### src/rtl/fft_stage_sequencer_if.sv
// RAM, twiddle-ROM and butterfly connections of the FFT stage sequencer.
// Packed complex words: imag in the upper WIDTH/2 bits, real in the lower WIDTH/2 bits.
interface fft_stage_sequencer_if #(
    parameter int unsigned SAMPLES = 8,
    parameter int unsigned WIDTH   = 16
);
    localparam int unsigned LOG2N = $clog2(SAMPLES);
    localparam int unsigned TWA   = (LOG2N > 1) ? LOG2N - 1 : 1;

    logic             mem_rd_en;
    logic             mem_wr_en;
    logic [LOG2N-1:0] mem_addr_a;
    logic [LOG2N-1:0] mem_addr_b;
    logic [TWA-1:0]   tw_addr;
    logic [WIDTH-1:0] mem_rd_a;
    logic [WIDTH-1:0] mem_rd_b;
    logic [WIDTH-1:0] tw_data;
    logic [WIDTH-1:0] bf_in1;
    logic [WIDTH-1:0] bf_in2;
    logic [WIDTH-1:0] bf_tw;
    logic [WIDTH-1:0] bf_out1;
    logic [WIDTH-1:0] bf_out2;
    logic [WIDTH-1:0] mem_wr_a;
    logic [WIDTH-1:0] mem_wr_b;

    modport master (
        output mem_rd_en, mem_wr_en, mem_addr_a, mem_addr_b, tw_addr,
        output bf_in1, bf_in2, bf_tw, mem_wr_a, mem_wr_b,
        input  mem_rd_a, mem_rd_b, tw_data, bf_out1, bf_out2
    );

    modport slave (
        input  mem_rd_en, mem_wr_en, mem_addr_a, mem_addr_b, tw_addr,
        input  bf_in1, bf_in2, bf_tw, mem_wr_a, mem_wr_b,
        output mem_rd_a, mem_rd_b, tw_data, bf_out1, bf_out2
    );
endinterface

### src/rtl/fft_stage_sequencer.sv
// In-place radix-2 DIT FFT sequencer: walks stages/butterflies over a shared combinational
// butterfly, issuing RAM/twiddle addresses and writing results back (3 cycles per butterfly).
module fft_stage_sequencer #(
    parameter int unsigned SAMPLES = 8,
    parameter int unsigned WIDTH   = 16
) (
    input  logic                  clk,
    input  logic                  rst_n,
    input  logic                  start,
    output logic                  busy,
    output logic                  done,
    fft_stage_sequencer_if.master bus
);
    localparam int unsigned LOG2N = $clog2(SAMPLES);
    localparam int unsigned TWA   = (LOG2N > 1) ? LOG2N - 1 : 1;
    localparam int unsigned KW    = TWA;
    localparam int unsigned SW    = (LOG2N > 1) ? $clog2(LOG2N) : 1;

    localparam logic [KW-1:0] K_LAST = KW'(SAMPLES / 2 - 1);
    localparam logic [SW-1:0] S_LAST = SW'(LOG2N - 1);

    localparam logic [2:0] S_IDLE  = 3'd0;
    localparam logic [2:0] S_READ  = 3'd1;
    localparam logic [2:0] S_CALC  = 3'd2;
    localparam logic [2:0] S_WRITE = 3'd3;
    localparam logic [2:0] S_DONE  = 3'd4;

    logic [2:0]       state_q,   state_d;
    logic [SW-1:0]    stage_q,   stage_d;
    logic [KW-1:0]    k_q,       k_d;
    logic             busy_q,    busy_d;
    logic             done_q,    done_d;
    logic             rd_en_q,   rd_en_d;
    logic             wr_en_q,   wr_en_d;
    logic [LOG2N-1:0] addr_a_q,  addr_a_d;
    logic [LOG2N-1:0] addr_b_q,  addr_b_d;
    logic [TWA-1:0]   tw_addr_q, tw_addr_d;
    logic [WIDTH-1:0] wr_a_q,    wr_a_d;
    logic [WIDTH-1:0] wr_b_q,    wr_b_d;

    logic [LOG2N-1:0] half_v;
    logic [LOG2N-1:0] mask_v;
    logic [LOG2N-1:0] kx_v;
    logic [LOG2N-1:0] pos_v;
    logic [LOG2N-1:0] a_v;
    logic [SW-1:0]    tw_sh_v;

    // State sequencing, stage/butterfly counters and result capture.
    always_comb begin
        state_d = state_q;
        stage_d = stage_q;
        k_d     = k_q;
        wr_a_d  = wr_a_q;
        wr_b_d  = wr_b_q;

        case (state_q)
            S_IDLE: begin
                if (start) begin
                    state_d = S_READ;
                end
            end
            S_READ: begin
                state_d = S_CALC;
            end
            S_CALC: begin
                state_d = S_WRITE;
                wr_a_d  = bus.bf_out1;
                wr_b_d  = bus.bf_out2;
            end
            S_WRITE: begin
                state_d = S_READ;
                if (k_q == K_LAST) begin
                    k_d = '0;
                    if (stage_q == S_LAST) begin
                        state_d = S_DONE;
                        stage_d = '0;
                    end else begin
                        stage_d = stage_q + SW'(1);
                    end
                end else begin
                    k_d = k_q + KW'(1);
                end
            end
            S_DONE: begin
                state_d = S_IDLE;
            end
            default: begin
                state_d = S_IDLE;
            end
        endcase

        busy_d  = (state_d != S_IDLE);
        done_d  = (state_d == S_DONE);
        rd_en_d = (state_d == S_READ);
        wr_en_d = (state_d == S_WRITE);
    end

    // Butterfly addressing for the upcoming (stage, k); zero outside an active butterfly.
    always_comb begin
        half_v  = LOG2N'(1) << stage_d;
        mask_v  = half_v - LOG2N'(1);
        kx_v    = LOG2N'(k_d);
        pos_v   = kx_v & mask_v;
        a_v     = ((kx_v & ~mask_v) << 1) | pos_v;
        tw_sh_v = S_LAST - stage_d;

        addr_a_d  = '0;
        addr_b_d  = '0;
        tw_addr_d = '0;
        if ((state_d == S_READ) || (state_d == S_CALC) || (state_d == S_WRITE)) begin
            addr_a_d  = a_v;
            addr_b_d  = a_v | half_v;
            tw_addr_d = TWA'(pos_v << tw_sh_v);
        end
    end

    always_ff @(posedge clk or negedge rst_n) begin
        if (!rst_n) begin
            state_q   <= S_IDLE;
            stage_q   <= '0;
            k_q       <= '0;
            busy_q    <= 1'b0;
            done_q    <= 1'b0;
            rd_en_q   <= 1'b0;
            wr_en_q   <= 1'b0;
            addr_a_q  <= '0;
            addr_b_q  <= '0;
            tw_addr_q <= '0;
            wr_a_q    <= '0;
            wr_b_q    <= '0;
        end else begin
            state_q   <= state_d;
            stage_q   <= stage_d;
            k_q       <= k_d;
            busy_q    <= busy_d;
            done_q    <= done_d;
            rd_en_q   <= rd_en_d;
            wr_en_q   <= wr_en_d;
            addr_a_q  <= addr_a_d;
            addr_b_q  <= addr_b_d;
            tw_addr_q <= tw_addr_d;
            wr_a_q    <= wr_a_d;
            wr_b_q    <= wr_b_d;
        end
    end

    assign busy           = busy_q;
    assign done           = done_q;
    assign bus.mem_rd_en  = rd_en_q;
    assign bus.mem_wr_en  = wr_en_q;
    assign bus.mem_addr_a = addr_a_q;
    assign bus.mem_addr_b = addr_b_q;
    assign bus.tw_addr    = tw_addr_q;
    assign bus.mem_wr_a   = wr_a_q;
    assign bus.mem_wr_b   = wr_b_q;

    // Read data is only meaningful in CALC; the butterfly sees zeros otherwise.
    assign bus.bf_in1 = (state_q == S_CALC) ? bus.mem_rd_a : '0;
    assign bus.bf_in2 = (state_q == S_CALC) ? bus.mem_rd_b : '0;
    assign bus.bf_tw  = (state_q == S_CALC) ? bus.tw_data  : '0;
endmodule

### src/flat_wrapper.sv
// flat-port wrapper written by rule: the top's interface ports become plain ports
module fft_stage_sequencer_flat 
#(
    parameter int unsigned SAMPLES = 8,
    parameter int unsigned WIDTH   = 16
)
  (clk, rst_n, start, busy, done, bus_mem_rd_en, bus_mem_wr_en, bus_mem_addr_a, bus_mem_addr_b, bus_tw_addr, bus_bf_in1, bus_bf_in2, bus_bf_tw, bus_mem_wr_a, bus_mem_wr_b, bus_mem_rd_a, bus_mem_rd_b, bus_tw_data, bus_bf_out1, bus_bf_out2);
  fft_stage_sequencer_if #(.SAMPLES(SAMPLES), .WIDTH(WIDTH)) bus_i ();
  input  logic clk;
  input  logic rst_n;
  input  logic start;
  output logic busy;
  output logic done;
  output wire logic [$bits(bus_i.mem_rd_en)-1:0] bus_mem_rd_en;
  output wire logic [$bits(bus_i.mem_wr_en)-1:0] bus_mem_wr_en;
  output wire logic [$bits(bus_i.mem_addr_a)-1:0] bus_mem_addr_a;
  output wire logic [$bits(bus_i.mem_addr_b)-1:0] bus_mem_addr_b;
  output wire logic [$bits(bus_i.tw_addr)-1:0] bus_tw_addr;
  output wire logic [$bits(bus_i.bf_in1)-1:0] bus_bf_in1;
  output wire logic [$bits(bus_i.bf_in2)-1:0] bus_bf_in2;
  output wire logic [$bits(bus_i.bf_tw)-1:0] bus_bf_tw;
  output wire logic [$bits(bus_i.mem_wr_a)-1:0] bus_mem_wr_a;
  output wire logic [$bits(bus_i.mem_wr_b)-1:0] bus_mem_wr_b;
  input wire logic [$bits(bus_i.mem_rd_a)-1:0] bus_mem_rd_a;
  input wire logic [$bits(bus_i.mem_rd_b)-1:0] bus_mem_rd_b;
  input wire logic [$bits(bus_i.tw_data)-1:0] bus_tw_data;
  input wire logic [$bits(bus_i.bf_out1)-1:0] bus_bf_out1;
  input wire logic [$bits(bus_i.bf_out2)-1:0] bus_bf_out2;
  assign bus_mem_rd_en = bus_i.mem_rd_en;
  assign bus_mem_wr_en = bus_i.mem_wr_en;
  assign bus_mem_addr_a = bus_i.mem_addr_a;
  assign bus_mem_addr_b = bus_i.mem_addr_b;
  assign bus_tw_addr = bus_i.tw_addr;
  assign bus_bf_in1 = bus_i.bf_in1;
  assign bus_bf_in2 = bus_i.bf_in2;
  assign bus_bf_tw = bus_i.bf_tw;
  assign bus_mem_wr_a = bus_i.mem_wr_a;
  assign bus_mem_wr_b = bus_i.mem_wr_b;
  assign bus_i.mem_rd_a = bus_mem_rd_a;
  assign bus_i.mem_rd_b = bus_mem_rd_b;
  assign bus_i.tw_data = bus_tw_data;
  assign bus_i.bf_out1 = bus_bf_out1;
  assign bus_i.bf_out2 = bus_bf_out2;
  fft_stage_sequencer #(.SAMPLES(SAMPLES), .WIDTH(WIDTH)) u_core (.clk(clk), .rst_n(rst_n), .start(start), .busy(busy), .done(done), .bus(bus_i));
endmodule
### config.mk
export PLATFORM = sky130hd
export DESIGN_NAME = fft_stage_sequencer_flat
export DESIGN_NICKNAME = d
export VERILOG_FILES = /design/src/rtl/fft_stage_sequencer_if.sv /design/src/rtl/fft_stage_sequencer.sv /design/src/flat_wrapper.sv
export SDC_FILE = /design/constraint.sdc
export NUM_CORES = 1
export LEC_CHECK = 0
export BUFFER_PORTS_ARGS = -buffer_cell sky130_fd_sc_hd__clkbuf_2
export CAP_MARGIN = 20
export CORE_ASPECT_RATIO = 1.1
export CORE_MARGIN = 2
export CORE_UTILIZATION = 43
export DETAILED_ROUTE_END_ITERATION = 8
export GPL_ROUTABILITY_DRIVEN = 0
export GPL_TIMING_DRIVEN = 0
export PLACE_DENSITY = 0.85
export SKIP_CTS_REPAIR_TIMING = 1
export SLEW_MARGIN = 30
export SYNTH_ARGS = -nofsm -noshare
export SYNTH_HDL_FRONTEND = slang
export SYNTH_SLANG_ARGS = --single-unit
### constraint.sdc
create_clock -name clk -period 2.81 [get_ports clk]
set_input_delay 0.281 -clock clk [delete_from_list [all_inputs] [get_ports clk]]
set_output_delay 0.281 -clock clk [all_outputs]
set_load 0.005 [all_outputs]
* Yosys cells after proc, flatten, opt, wreduce, memory -nomap -nowiden *
Cells that the tools add are included.

operators by class
  add/sub/neg operators = 4
  multiply operators = 0
  divide/modulo/power cells = 0
  magnitude comparators = 0
  eq/ne operators = 9
  shift operators = 2
  mux-type cells = 15
  bitwise logic cells = 5
  reduce and logical (&&, ||, !) cells = 4

operators with widths
  cell                   count
  $mux W16               3
  $mux W3                5
  $eq A3 B2 Y1 const B   4
  $mux W2                6
  $pmux W3 S4            1
  $eq A3 B1 Y1 const B   2
  $or A3 B3 Y3           2
  $add A2 B1 Y2 const B  2
  $eq A2 B2 Y1 const B   2
  $and A2 B3 Y3          1
  $eq A3 B3 Y1 const B   1
  $logic_not A3 Y1       1
  $reduce_bool A3 Y1     1
  $shl A1 B2 Y3 const A  1
  $shl A3 B2 Y2          1
  $sub A3 B1 Y3 const B  1
  $and A2 B2 Y2          1
  $logic_or A1 B1 Y1     2
  $not A2 Y2             1
  $sub A2 B2 Y2 const A  1

word-level totals
  register bits = 51
  bits in latches = 0
  memory bits (writable) = 0
  bits in read-only memories = 0
  bits of input ports = 83
  output and inout bits = 92
  logic and storage cells = 51
  memories = 0

* Depth between registers and ports, before layout *
Gate-level depths: netlist of the first run.

  word-level depth = 11
  depth in mapped cells = 8
  mapped depth without buffers = 8

* Worst setup path before layout of the first run *
Ideal clock, no wire load.

  path type = register to register
  from = reg u_core.k_q[0]
  to = reg u_core.tw_addr_q[1], in the netlist u_core.bus.tw_addr[1]
  setup time = 0.078 ns
  arrival = 1.772 ns
  required time = 2.732 ns
  slack = 0.960 ns
  stages on the path, launching flop included = 9
  buffers on the path = 0
  clock period less this slack = 1.850 ns
  path through = dfrtp_1 ha_1 nand4b_4 mux2i_2 inv_1 ha_1 xnor2_1 nand3_1 a21oi_1

between the ends
  word-level cells in the longest chain between the ends = 8
  elaborated cells between the ends (all ways) = 19
  those cells by class = 3 x add/sub; 4 x eq/ne; 2 x shift; 7 x mux; 1 x bitwise; 2 x reduce/logical

RTL lines
  item                           RTL line                    source
  start: declaration             fft_stage_sequencer.sv:30   logic [KW-1:0] k_q, k_d;
  start signal: assignment       fft_stage_sequencer.sv:134  k_q <= k_d;
  $eq A2 B2 Y1 (*)               fft_stage_sequencer.sv:72   if (k_q == K_LAST) begin
  $mux W2 (*)                    fft_stage_sequencer.sv:72
  $mux W2 (*)                    fft_stage_sequencer.sv:56   case (state_q)
  named net u_core.stage_d[0]    fft_stage_sequencer.sv:29   logic [SW-1:0] stage_q, stage_d;
  $shl A1 B2 Y3                  fft_stage_sequencer.sv:100  half_v = LOG2N'(1) << stage_d;
  $sub A3 B1 Y3                  fft_stage_sequencer.sv:101  mask_v = half_v - LOG2N'(1);
  $and A2 B3 Y3                  fft_stage_sequencer.sv:103  pos_v = kx_v & mask_v;
  $shl A3 B2 Y2 (*)              fft_stage_sequencer.sv:113  tw_addr_d = TWA'(pos_v << tw_sh_v);
  $mux W2 (*)                    fft_stage_sequencer.sv:110  if ((state_d == S_READ) || (state_d == S_CALC) || (state_d == S_WRITE)) begin
  named net u_core.tw_addr_d[1]  fft_stage_sequencer.sv:37   logic [TWA-1:0] tw_addr_q, tw_addr_d;
  end signal: assignment         fft_stage_sequencer.sv:141  tw_addr_q <= tw_addr_d;
  end: declaration               fft_stage_sequencer.sv:37

Mark *: on every way through the listed nets, which the timed path passes. The rest lies on a longest branch.
A chain may end at the register's enable or synchronous reset.

* Final worst setup path of the first run *
  from = reg u_core.state_q[0]
  to = out bus_bf_in1[10]

between the ends
  word-level cells in the longest chain between the ends = 2

RTL lines
  item                      RTL line                    source
  start: declaration        fft_stage_sequencer.sv:28   logic [2:0] state_q, state_d;
  start signal: assignment  fft_stage_sequencer.sv:132  state_q <= state_d;
  $eq A3 B2 Y1              fft_stage_sequencer.sv:158  assign bus.bf_in1 = (state_q == S_CALC) ? bus.mem_rd_a : '0;
  $mux W16                  fft_stage_sequencer.sv:158
  end: declaration          flat_wrapper.sv:19          output wire logic [$bits(bus_i.bf_in1)-1:0] bus_bf_in1;

No other way between the ends.

==> reports/summary.txt, run 1 <==
Yosys reg bits -> 51
post-synthesis sequential area ratio -> 0.544
Critical Path End -> bus_bf_in1[10]
crit path kind -> register to output pin
most frequent cells in the layout -> 173 x clkbuf_2, 51 x dfrtp_1, 48 x and2_1, 33 x mux2_2, 12 x nor2_1
DP Area -> 3310 sq um
die height -> 81.5 um
CP Launch Point -> u_core.state_q[0]$_DFF_PN0_
startpoint types -> register
RSZ-0062 raised after global routing -> false
# port buffers -> 174
fin nets -> 461
Reg clk slew, reported paths -> 0.10 ns
Initial Util -> 0.441
Yosys top cell by area -> dfrtp_1
clock root buffer master -> clkbuf_8
M1 WL -> 2340 um
Storage cell area -> 1280 sq um
met2 wire len -> 2930 um
total routed wirelength -> 5830 um
TNS Setup -> 0 ns
reg2reg path depth -> 8
Clk Latency, worst-skew pair -> 0.30 ns
total I/O pin count -> 175
post-route cell area -> 3410 sq um
Fin. Hold Viols -> 0
FF-to-FF setup slack -> 0.71 ns
clock sinks -> 51
syn_nets -> 280
worst path required time -> 2.53 ns
maximum number of pins on one net before global-route repair -> 52
Final period util -> 0.758
commonest non-fill, non-tap cell in the layout -> clkbuf_2
number of DRC markers in iteration 0 -> 75
die width -> 74.4 um
EDFF count, synth -> 0
Clock Path Buffers -> 2
share of post-route cells with drive strength above 1 -> 0.598
antenna violations before repair -> 0
row cnt -> 28
peak supply drop -> 0.000636 V
area share of the largest cell type after synthesis -> 0.544
Post-Synthesis Cells -> 194
number of remaining DRC errors -> 0
area of the multi-input gates -> 998 sq um
HP Class -> input pin to asynchronous set/reset pin
Synth Warn # -> 0
fillers -> 464
Slew headroom -> 0.553
Clock Skew -> 0.00693 ns
WP data arrival -> 1.85 ns
die area -> 6070 sq um
fin. max-slew vios -> 0
share of synthesized registers carrying an async set or reset -> 1.00
vias per cell -> 4.49
first-pass GRT wire length -> 8240 um
most frequently used flop master after synthesis -> dfrtp_1
Period minus WS final -> 2.13 ns
worst-path fanout max -> 10
total gr overflow -> 0
n_diodes -> 0
reg2reg start -> u_core.k_q[0]$_DFF_PN0_
highest metal used -> met4
htree depth -> 2
Final ANT Viol Nets -> 0
clock buffer count from CTS -> 5
met3 routed wirelength -> 508 um
via count -> 2,027
All-Layer GR Usage -> 0.176
CTS tree -> done
first drt pass iteration count -> 4
number of global-route vias before repair -> 1,792
Critical Path End Type -> output pin
Post-Synthesis Mean Instance Area -> 12.1 sq um
# setup viols final -> 0
core box area -> 5330 sq um
Least-Margin Pin Slew -> 0.671 ns
run status -> completed
area grow syn2layout -> 45.1%
Reg-to-Reg End -> u_core.bus.tw_addr[1]$_DFF_PN0_
dpl hpwl -> 4800 um
power per cell area -> 1020 nW/um^2
Cell Area, Synth -> 2350 sq um
Leak -> 0.00186 uW
Wirelength per Cell -> 12.9 um
Max Clk Rate -> 469 MHz
Max Cap Viol -> 0
main area contributors after synthesis -> dfrtp_1 54%, mux2_2 16%, and2_1 13%
Netlist cell types -> 30
## cell type report
| type | count | area share |
|---|---|---|
| plain buffers | 11 | 0.0169 |
| repair buffers | 174 | 0.256 |
| well taps | 75 | 0.0275 |
| clock inverters | 3 | 0.00698 |
| clock buffers | 5 | 0.0202 |
| flip-flops and latches | 51 | 0.375 |
| inverters | 4 | 0.00441 |
| multi-input cells | 128 | 0.293 |
## registers in the layout (all words and copies together), names as in the netlist
signal                 flops
u_core.k_q                 2
u_core.busy                1
u_core.done                1
u_core.bus.tw_addr         2
u_core.state_q             3
u_core.bus.mem_rd_en       1
u_core.bus.mem_addr_b      3
u_core.bus.mem_addr_a      3
u_core.bus.mem_wr_b       16
u_core.stage_q             2
u_core.bus.mem_wr_a       16
u_core.bus.mem_wr_en       1
## critical path: stages, from the launching register on
cell and delay, ns:
dfrtp_1 0.37, buf_4 0.17, nor3b_4 0.39, clkbuf_1 0.33, and2_1 0.18, clkbuf_2 0.12
## worst min-delay path by stage
stage | end | slack [ns] | cells after the start
3_3_place_gp | u_core.bus.mem_wr_a[8]$_DFFE_PN0N_ | 0.49 | 1
4_1_cts | u_core.bus.mem_wr_a[3]$_DFFE_PN0N_ | 0.04 | 1
6_report | u_core.bus.mem_wr_a[7]$_DFFE_PN0N_ | 0.03 | 1
3_5_place_dp | u_core.bus.mem_wr_a[3]$_DFFE_PN0N_ | 0.38 | 1
5_1_grt | u_core.bus.mem_wr_a[8]$_DFFE_PN0N_ | 0.07 | 1
2_1_floorplan | u_core.bus.mem_addr_a[0]$_DFF_PN0_ | -0.01 | 0
## metrics by stage
| stage | std cells | hold WS, ns | total power [uW] | setup WS (ns) | util |
|---|---|---|---|---|---|
| 2_1_floorplan | 194 | -0.0146 | 2360 | 0.960 | - |
| 5_1_grt | 451 | 0.0672 | 3780 | 0.485 | 0.640 |
| 6_report | 451 | 0.0285 | 3490 | 0.680 | 0.640 |
| 3_3_place_gp | 443 | 0.488 | 3010 | 0.808 | 0.622 |
| 3_5_place_dp | 443 | 0.383 | 3100 | 0.755 | 0.622 |
| 4_1_cts | 451 | 0.0408 | 3530 | 0.623 | 0.640 |
## routing by layer
| layer | vias up | global-route usage |
|---|---|---|
| met5 | - | 0 |
| li1 | 1005 | - |
| met1 | 936 | 0.216 |
| met4 | 0 | 0.0464 |
| met2 | 80 | 0.296 |
| met3 | 6 | 0.0601 |
## cells in the mapped netlist (2+ instances only)
library cell  instances
a21oi_1               3
and2_1               48
buf_2                 4
clkbuf_1              5
dfrtp_1              51
ha_1                  3
inv_1                 4
mux2_2               33
mux2i_1               2
nand2_1               3
nor2_1               12
nor2b_1               2
nor3_1                4
nor3b_1               2
nor4_1                2
xnor2_1               2
## cells by family after synthesis
group                      share of synthesized area
buffers and inverters                         0.0309
DFF                                            0.544
and+or+nand+nor                                0.205
adders and majority gates                     0.0160
AOI/OAI and AO/OA                             0.0240
xor gates and xnor gates                     0.00746
muxes                                          0.173
## report_power, final
part           switching, uW  internal [uW]  leakage (uW)
Combinational            854            950       0.00120
Clock                    248            180     0.0000461
Sequential               161           1090      0.000611
Total                   1260           2220       0.00186
Note: power is estimated with default switching activity, not from simulation.
==> run 2: changes to the inputs <==
--- a/config.mk
+++ b/config.mk
@@ -5,15 +5,16 @@
 export SDC_FILE = /design/constraint.sdc
 export NUM_CORES = 1
 export LEC_CHECK = 0
+export ABC_AREA = 1
 export BUFFER_PORTS_ARGS = -buffer_cell sky130_fd_sc_hd__clkbuf_2
 export CAP_MARGIN = 20
 export CORE_ASPECT_RATIO = 1.1
 export CORE_MARGIN = 2
-export CORE_UTILIZATION = 43
+export CORE_UTILIZATION = 37
 export DETAILED_ROUTE_END_ITERATION = 8
 export GPL_ROUTABILITY_DRIVEN = 0
 export GPL_TIMING_DRIVEN = 0
-export PLACE_DENSITY = 0.85
+export PLACE_DENSITY = 0.77
 export SKIP_CTS_REPAIR_TIMING = 1
 export SLEW_MARGIN = 30
 export SYNTH_ARGS = -nofsm -noshare
==> constraint.sdc (replaced) <==
create_clock -name clk -period 1.83 [get_ports clk]
set_input_delay 0.183 -clock clk [delete_from_list [all_inputs] [get_ports clk]]
set_output_delay 0.183 -clock clk [all_outputs]
set_load 0.005 [all_outputs]
==> run 2 against run 1 <==
The flow now finishes with violations (negative hold slack). Final area is 6.2% higher. Clock power is 86% higher. Routed wire length is 15% higher. Non-clock buffer count is 1 higher. Area after synthesis is 4.1% higher. Power is 68% higher. Worst setup slack worse by 0.56 ns. Utilization is 8.1 points lower. Hold slack worse by 0.084 ns. Sequential share of layout area is 2.1 points lower. Count of clock-buffer cells in the layout stayed put. Critical path depth is 1 higher. Critical endpoint is now bus_bf_in2[0]. Largest power group unchanged. Highest routed layer unchanged.
==> reports/summary.txt, run 2 <==
die height -> 89.2 um (+9.5%)
Least-Margin Pin Slew -> 0.702 ns (+0.0319 ns)
worst-path fanout max -> 10 (unchanged)
fin nets -> 602 (+31%)
number of remaining DRC errors -> 0 (unchanged)
Reg-to-Reg End -> u_core.bus.tw_addr[1]$_DFF_PN0_
most frequent cells in the layout -> 173 x clkbuf_2, 125 x nand2_1, 63 x inv_1, 57 x nor2_1, 49 x dfrtp_1
share of synthesized registers carrying an async set or reset -> 1.00 (unchanged)
row cnt -> 31 (+11%)
total routed wirelength -> 6710 um (+15%)
maximum number of pins on one net before global-route repair -> 52 (unchanged)
CP max stage delay -> 0.45 ns (+0.06 ns)
Post-Synthesis Mean Instance Area -> 7.29 sq um (-40%)
EDFF count, synth -> 0 (unchanged)
core box area -> 6480 sq um (+22%)
crit path cell chain -> inv_1 -> nand3_4 -> buf_6 -> clkbuf_4 -> nor2_2 -> clkbuf_2
via count -> 2,553 (+26%)
Final ANT Viol Nets -> 0 (unchanged)
area share of the largest cell type after synthesis -> 0.523 (-0.0212)
worst path required time -> 1.65 ns (-0.88 ns)
power per cell area -> 1620 nW/um^2 (+58%)
clock root buffer master -> clkbuf_8
clock sinks -> 51 (unchanged)
run status -> finished with violations
CTS tree -> done
Yosys reg bits -> 51 (unchanged)
main area contributors after synthesis -> dfrtp_1 52%, nand2_1 20%, inv_1 9.8%
Max Clk Rate -> 586 MHz
worst path buffer plus inverter count -> 4 (+1)
TNS Setup -> 0 ns (unchanged)
startpoint types -> register
crit path kind -> register to output pin
area grow syn2layout -> 48.1%
vias per cell -> 4.26 (-5.2%)
All-Layer GR Usage -> 0.171 (-0.00536)
Clock Path Buffers -> 2 (unchanged)
antenna violations before repair -> 0 (unchanged)
Cell Area, Synth -> 2440 sq um (+4.1%)
share of post-route cells with drive strength above 1 -> 0.404 (-0.194)
Leak -> 0.00238 uW (+28%)
Period minus WS final -> 1.71 ns
critical path's top delay family -> buffers and inverters
fin. max-slew vios -> 0 (unchanged)
reg2reg path depth -> 12 (+4)
final core occ -> 0.558 (-0.0814)
n_diodes -> 0 (unchanged)
Post-Synthesis Cells -> 335 (+73%)
Fin. Hold Viols -> 51 (+51)
die width -> 81.5 um (+9.4%)
Initial Util -> 0.377 (-0.0637)
Synth Warn # -> 0 (unchanged)
Slew headroom -> 0.532 (-0.0213)
Critical Path End Type -> output pin
number of global-route vias before repair -> 2,118 (+18%)
dpl hpwl -> 5280 um (+9.9%)
# setup viols final -> 0 (unchanged)
# port buffers -> 174 (unchanged)
FF-to-FF setup slack -> 0.14 ns (-0.57 ns)
reg2reg start -> u_core.k_q[0]$_DFF_PN0_
Reg clk slew, reported paths -> 0.10 ns (about the same)
post-synthesis sequential area ratio -> 0.523 (-0.0212)
Clock Skew -> 0.0115 ns (+0.00461 ns)
most frequently used flop master after synthesis -> dfrtp_1
WP data arrival -> 1.52 ns (-0.33 ns)
htree depth -> 2 (unchanged)
Final period util -> 0.932
Clk Latency, worst-skew pair -> 0.30 ns (about the same)
clock buffer count from CTS -> 5 (unchanged)
total I/O pin count -> 175 (unchanged)
failing checks -> negative hold slack
syn_nets -> 421 (+50%)
most common cell in the netlist -> nand2_1
total gr overflow -> 0 (unchanged)
Yosys top cell by area -> dfrtp_1
peak supply drop -> 0.000924 V (+45%)
Wirelength per Cell -> 11.2 um (-13%)
first-pass GRT wire length -> 9630 um (+17%)
Netlist cell types -> 16 (-47%)
HP Class -> input pin to asynchronous set/reset pin
Slowest-stage cell, CP -> dfrtp_2
WHS -> -0.0551 ns (-0.0837 ns)
number of DRC markers in iteration 0 -> 65 (-13%)
top cell types by occurrence after synthesis -> 127 x nand2_1, 64 x inv_1, 59 x nor2_1
Max Cap Viol -> 0 (unchanged)
commonest non-fill, non-tap cell in the layout -> clkbuf_2
die area -> 7270 sq um (+20%)
first drt pass iteration count -> 4 (unchanged)
==> run 2: logic make-up (layout without fill, tap and decap cells) <==
kind of cell,after synthesis,count (layout),share of synthesized area
fa+ha+maj,3,3,0.0154
xor+xnor,1,1,0.00359
compound gates,2,2,0.00461
flops,51,51,0.523
buf+inv,76,258,0.127
simple gates,202,202,0.327
==> run 2: worst max path at each step <==
stage                                startpoint                              end  slack [ns]  cells past startpoint
floorplan               u_core.k_q[0]$_DFF_PN0_  u_core.bus.tw_addr[1]$_DFF_PN0_        0.22                     10
global placement        u_core.k_q[0]$_DFF_PN0_  u_core.bus.tw_addr[1]$_DFF_PN0_        0.04                     10
detailed placement      u_core.k_q[0]$_DFF_PN0_  u_core.bus.tw_addr[1]$_DFF_PN0_       -0.02                     10
CTS                 u_core.state_q[2]$_DFF_PN0_                    bus_bf_in2[0]       -0.05                      6
global route        u_core.state_q[0]$_DFF_PN0_                   bus_bf_in2[13]     -0.0004                      6
finish              u_core.state_q[0]$_DFF_PN0_                    bus_bf_in2[0]        0.12                      6
==> run 2: per-layer routing <==
| layer | share of wire | up-vias | GRT usage |
|---|---|---|---|
| met2 | 0.54 | 90 | 0.328 |
| li1 | - | 1322 | - |
| met1 | 0.38 | 1137 | 0.189 |
| met4 | 0.0046 | 0 | 0.0370 |
| met3 | 0.079 | 4 | 0.0404 |
| met5 | 0 | - | 0 |
==> run 2: final cells by class <==
cell class / instances / area, sq um
Buffer: 12 / 78.8
Clock buffer: 5 / 68.8
Timing Repair Buffer: 174 / 873
Clock inverter: 3 / 46.3
Inverter: 64 / 240
Tap cell: 82 / 103
Fill cell: 603 / 2860
Multi-Input combinational cell: 208 / 928
Sequential cell: 51 / 1280
==> run 2: through the flow <==
stage	worst slack (ns)	instance area [sq um]	total power, uW	instances
after CTS	-0.0515	3530	5730	599
after global routing	-0.000439	3620	6440	599
after global placement	0.0378	3420	4800	591
final	0.124	3620	5850	599
after floorplan	0.217	2440	3630	335
after detailed placement	-0.0249	3420	4910	591
==> run 2: where the power goes <==
group / internal [uW] / total, uW / switching, uW
Clock: 412 / 795 / 383
Sequential: 1660 / 1960 / 292
Combinational: 1320 / 3100 / 1790
==> run 3: changes to the inputs <==
--- a/config.mk
+++ b/config.mk
@@ -16,6 +16,7 @@
 export GPL_TIMING_DRIVEN = 0
 export PLACE_DENSITY = 0.77
 export SKIP_CTS_REPAIR_TIMING = 1
+export SKIP_LAST_GASP = 1
 export SLEW_MARGIN = 30
 export SYNTH_ARGS = -nofsm -noshare
 export SYNTH_HDL_FRONTEND = slang
==> constraint.sdc (replaced) <==
create_clock -name clk -period 1.83 [get_ports clk]
set_input_delay 0.183 -clock clk [delete_from_list [all_inputs] [get_ports clk]]
set_output_delay 0.183 -clock clk [all_outputs]
set_load 0.02 [all_outputs]
==> run 3 against run 2 <==
The flow still finishes with violations (negative hold slack). Clock power about the same. Die area is the same. Cell count is 0.17% higher. Clock skew rose by 0.00064 ns. Fmax shrank 1.8%. Hold slack worse by 0.0060 ns. Count of clock-buffer cells in the layout unchanged. Flip-flop and latch count is the same. Critical endpoint is now bus_bf_tw[7]. Largest power group unchanged. Highest routed layer unchanged.
==> reports/summary.txt, run 3 (synthesized netlist as in run 2, its figures left out) <==
first-pass GRT wire length -> 9630 um (unchanged)
die area -> 7270 sq um (unchanged)
total gr overflow -> 0 (unchanged)
sequential power share -> 0.289 (-0.045)
Max Clk Rate -> 576 MHz (-1.8%)
peak supply drop -> 0.000935 V (+1.1%)
worst path required time -> 1.65 ns (about the same)
Period minus WS final -> 1.74 ns (+0.0306 ns)
Reg clk slew, reported paths -> 0.10 ns (about the same)
TNS Setup -> 0 ns (unchanged)
clock root buffer master -> clkbuf_8
fin. max-slew vios -> 0 (unchanged)
clock sinks -> 51 (unchanged)
HP Class -> input pin to asynchronous set/reset pin
Final ANT Viol Nets -> 0 (unchanged)
Clk pwr share -> 0.118 (-0.018)
commonest non-fill, non-tap cell in the layout -> clkbuf_2
die width -> 81.5 um (unchanged)
antenna violations before repair -> 0 (unchanged)
Leak -> 0.00240 uW (+0.69%)
share of post-route cells with drive strength above 1 -> 0.405 (+0.00115)
worst-path fanout max -> 10 (unchanged)
CTS tree -> done
sw power -> 3300 uW (+34%)
run status -> finished with violations
row cnt -> 31 (unchanged)
cell-internal power -> 3440 uW (+1.5%)
worst path buffer plus inverter count -> 4 (unchanged)
crit path cell chain -> inv_2 -> nand3_4 -> buf_6 -> buf_2 -> nor2_1 -> clkbuf_2
Clock Skew -> 0.0122 ns (+0.000641 ns)
Max Cap Viol -> 0 (unchanged)
combinational fraction of design power -> 0.593 (+0.063)
maximum number of pins on one net before global-route repair -> 52 (unchanged)
Fin. Hold Viols -> 51 (unchanged)
number of remaining DRC errors -> 0 (unchanged)
most frequent cells in the layout -> 157 x clkbuf_2, 125 x nand2_1, 63 x inv_1, 57 x nor2_1, 49 x dfrtp_1
clock buffer count from CTS -> 5 (unchanged)
fin nets -> 603 (+0.17%)
Slowest-stage cell, CP -> dfrtp_1
dpl hpwl -> 5280 um (unchanged)
final core occ -> 0.563 (+0.00425)
vias per cell -> 4.25 (-0.36%)
total I/O pin count -> 175 (unchanged)
Final period util -> 0.949 (+0.0167)
WHS -> -0.0611 ns (-0.00602 ns)
total routed wirelength -> 6720 um (about the same)
crit path kind -> register to output pin
Critical Path End Type -> output pin
All-Layer GR Usage -> 0.171 (unchanged)
Clock Path Buffers -> 2 (unchanged)
critical path's top delay family -> buffers and inverters
via count -> 2,548 (-0.20%)
power per cell area -> 1850 nW/um^2 (+14%)
Initial Util -> 0.377 (unchanged)
Slew headroom -> 0.538 (+0.00637)
first drt pass iteration count -> 4 (unchanged)
number of DRC markers in iteration 0 -> 74 (+14%)
number of global-route vias before repair -> 2,118 (unchanged)
htree depth -> 2 (unchanged)
Net Sw Frac -> 0.489 (+0.0688)
# port buffers -> 174 (unchanged)
core box area -> 6480 sq um (unchanged)
CP max stage delay -> 0.42 ns (-0.03 ns)
startpoint types -> register
failing checks -> negative hold slack
Wirelength per Cell -> 11.2 um (about the same)
Clk Latency, worst-skew pair -> 0.30 ns (about the same)
# setup viols final -> 0 (unchanged)
die height -> 89.2 um (unchanged)
n_diodes -> 0 (unchanged)
area grow syn2layout -> 49.2%
RSZ-0062 raised after global routing -> true
WP data arrival -> 1.55 ns (+0.03 ns)
Least-Margin Pin Slew -> 0.693 ns (-0.00955 ns)
[run 3: power groups by stage]
stage          Sequential [uW]  Clock, uW  Combinational [uW]
2_1_floorplan             2480          0                1980
3_3_place_gp              1930          0                3720
3_5_place_dp              1950          0                3800
4_1_cts                   1930        824                3820
5_1_grt                   2000        865                4460
6_report                  1950        793                4000
[run 3: routing by layer]
layer / GRT usage / part of all wire / wire [um] / vias to the layer above
met5: 0 / 0 / 0 / -
met4: 0.0370 / 0.0046 / 31 / 0
met3: 0.0404 / 0.077 / 519 / 4
met2: 0.328 / 0.54 / 3650 / 84
met1: 0.189 / 0.37 / 2520 / 1133
li1: - / - / - / 1327
[run 3: final cells by class]
class | instances | area [sq um]
clock buffers | 5 | 68.8
clock inverters | 3 | 46.3
fillers | 599 | 2830
repair buffers | 175 | 901
inverters | 64 | 240
flip-flops and latches | 51 | 1280
multi-input cells | 208 | 928
well taps | 82 | 103
plain buffers | 12 | 78.8
[run 3: path summary, 6_finish.rpt]
path                       cells after the start                                start                                  end  slack, ns
setup / recovery                               6          u_core.state_q[2]$_DFF_PN0_                         bus_bf_tw[7]       0.09
hold / removal                                 1                                rst_n   u_core.bus.mem_wr_a[4]$_DFFE_PN0N_      -0.06
setup reg to reg                              10              u_core.k_q[0]$_DFF_PN0_      u_core.bus.tw_addr[1]$_DFF_PN0_       0.13
hold reg to reg                                2  u_core.bus.mem_wr_a[14]$_DFFE_PN0N_  u_core.bus.mem_wr_a[14]$_DFFE_PN0N_       0.49
max in group asynchronous                      1                                rst_n          u_core.state_q[0]$_DFF_PN0_       1.38
min in group clk                               3                      bus_bf_out1[10]  u_core.bus.mem_wr_a[10]$_DFFE_PN0N_       0.07
[run 3: metrics by stage]
step,cell area (sq um),hold slack (ns),instances,setup slack [ns],power [uW]
global route,3640,-0.00168,600,-0.0123,7330
detailed placement,3420,0.303,591,-0.0249,5750
CTS,3530,-0.0361,599,-0.107,6570
floorplan,2440,-0.113,335,0.217,4470
finish,3640,-0.0611,600,0.0939,6740
global placement,3420,0.379,591,0.0378,5650
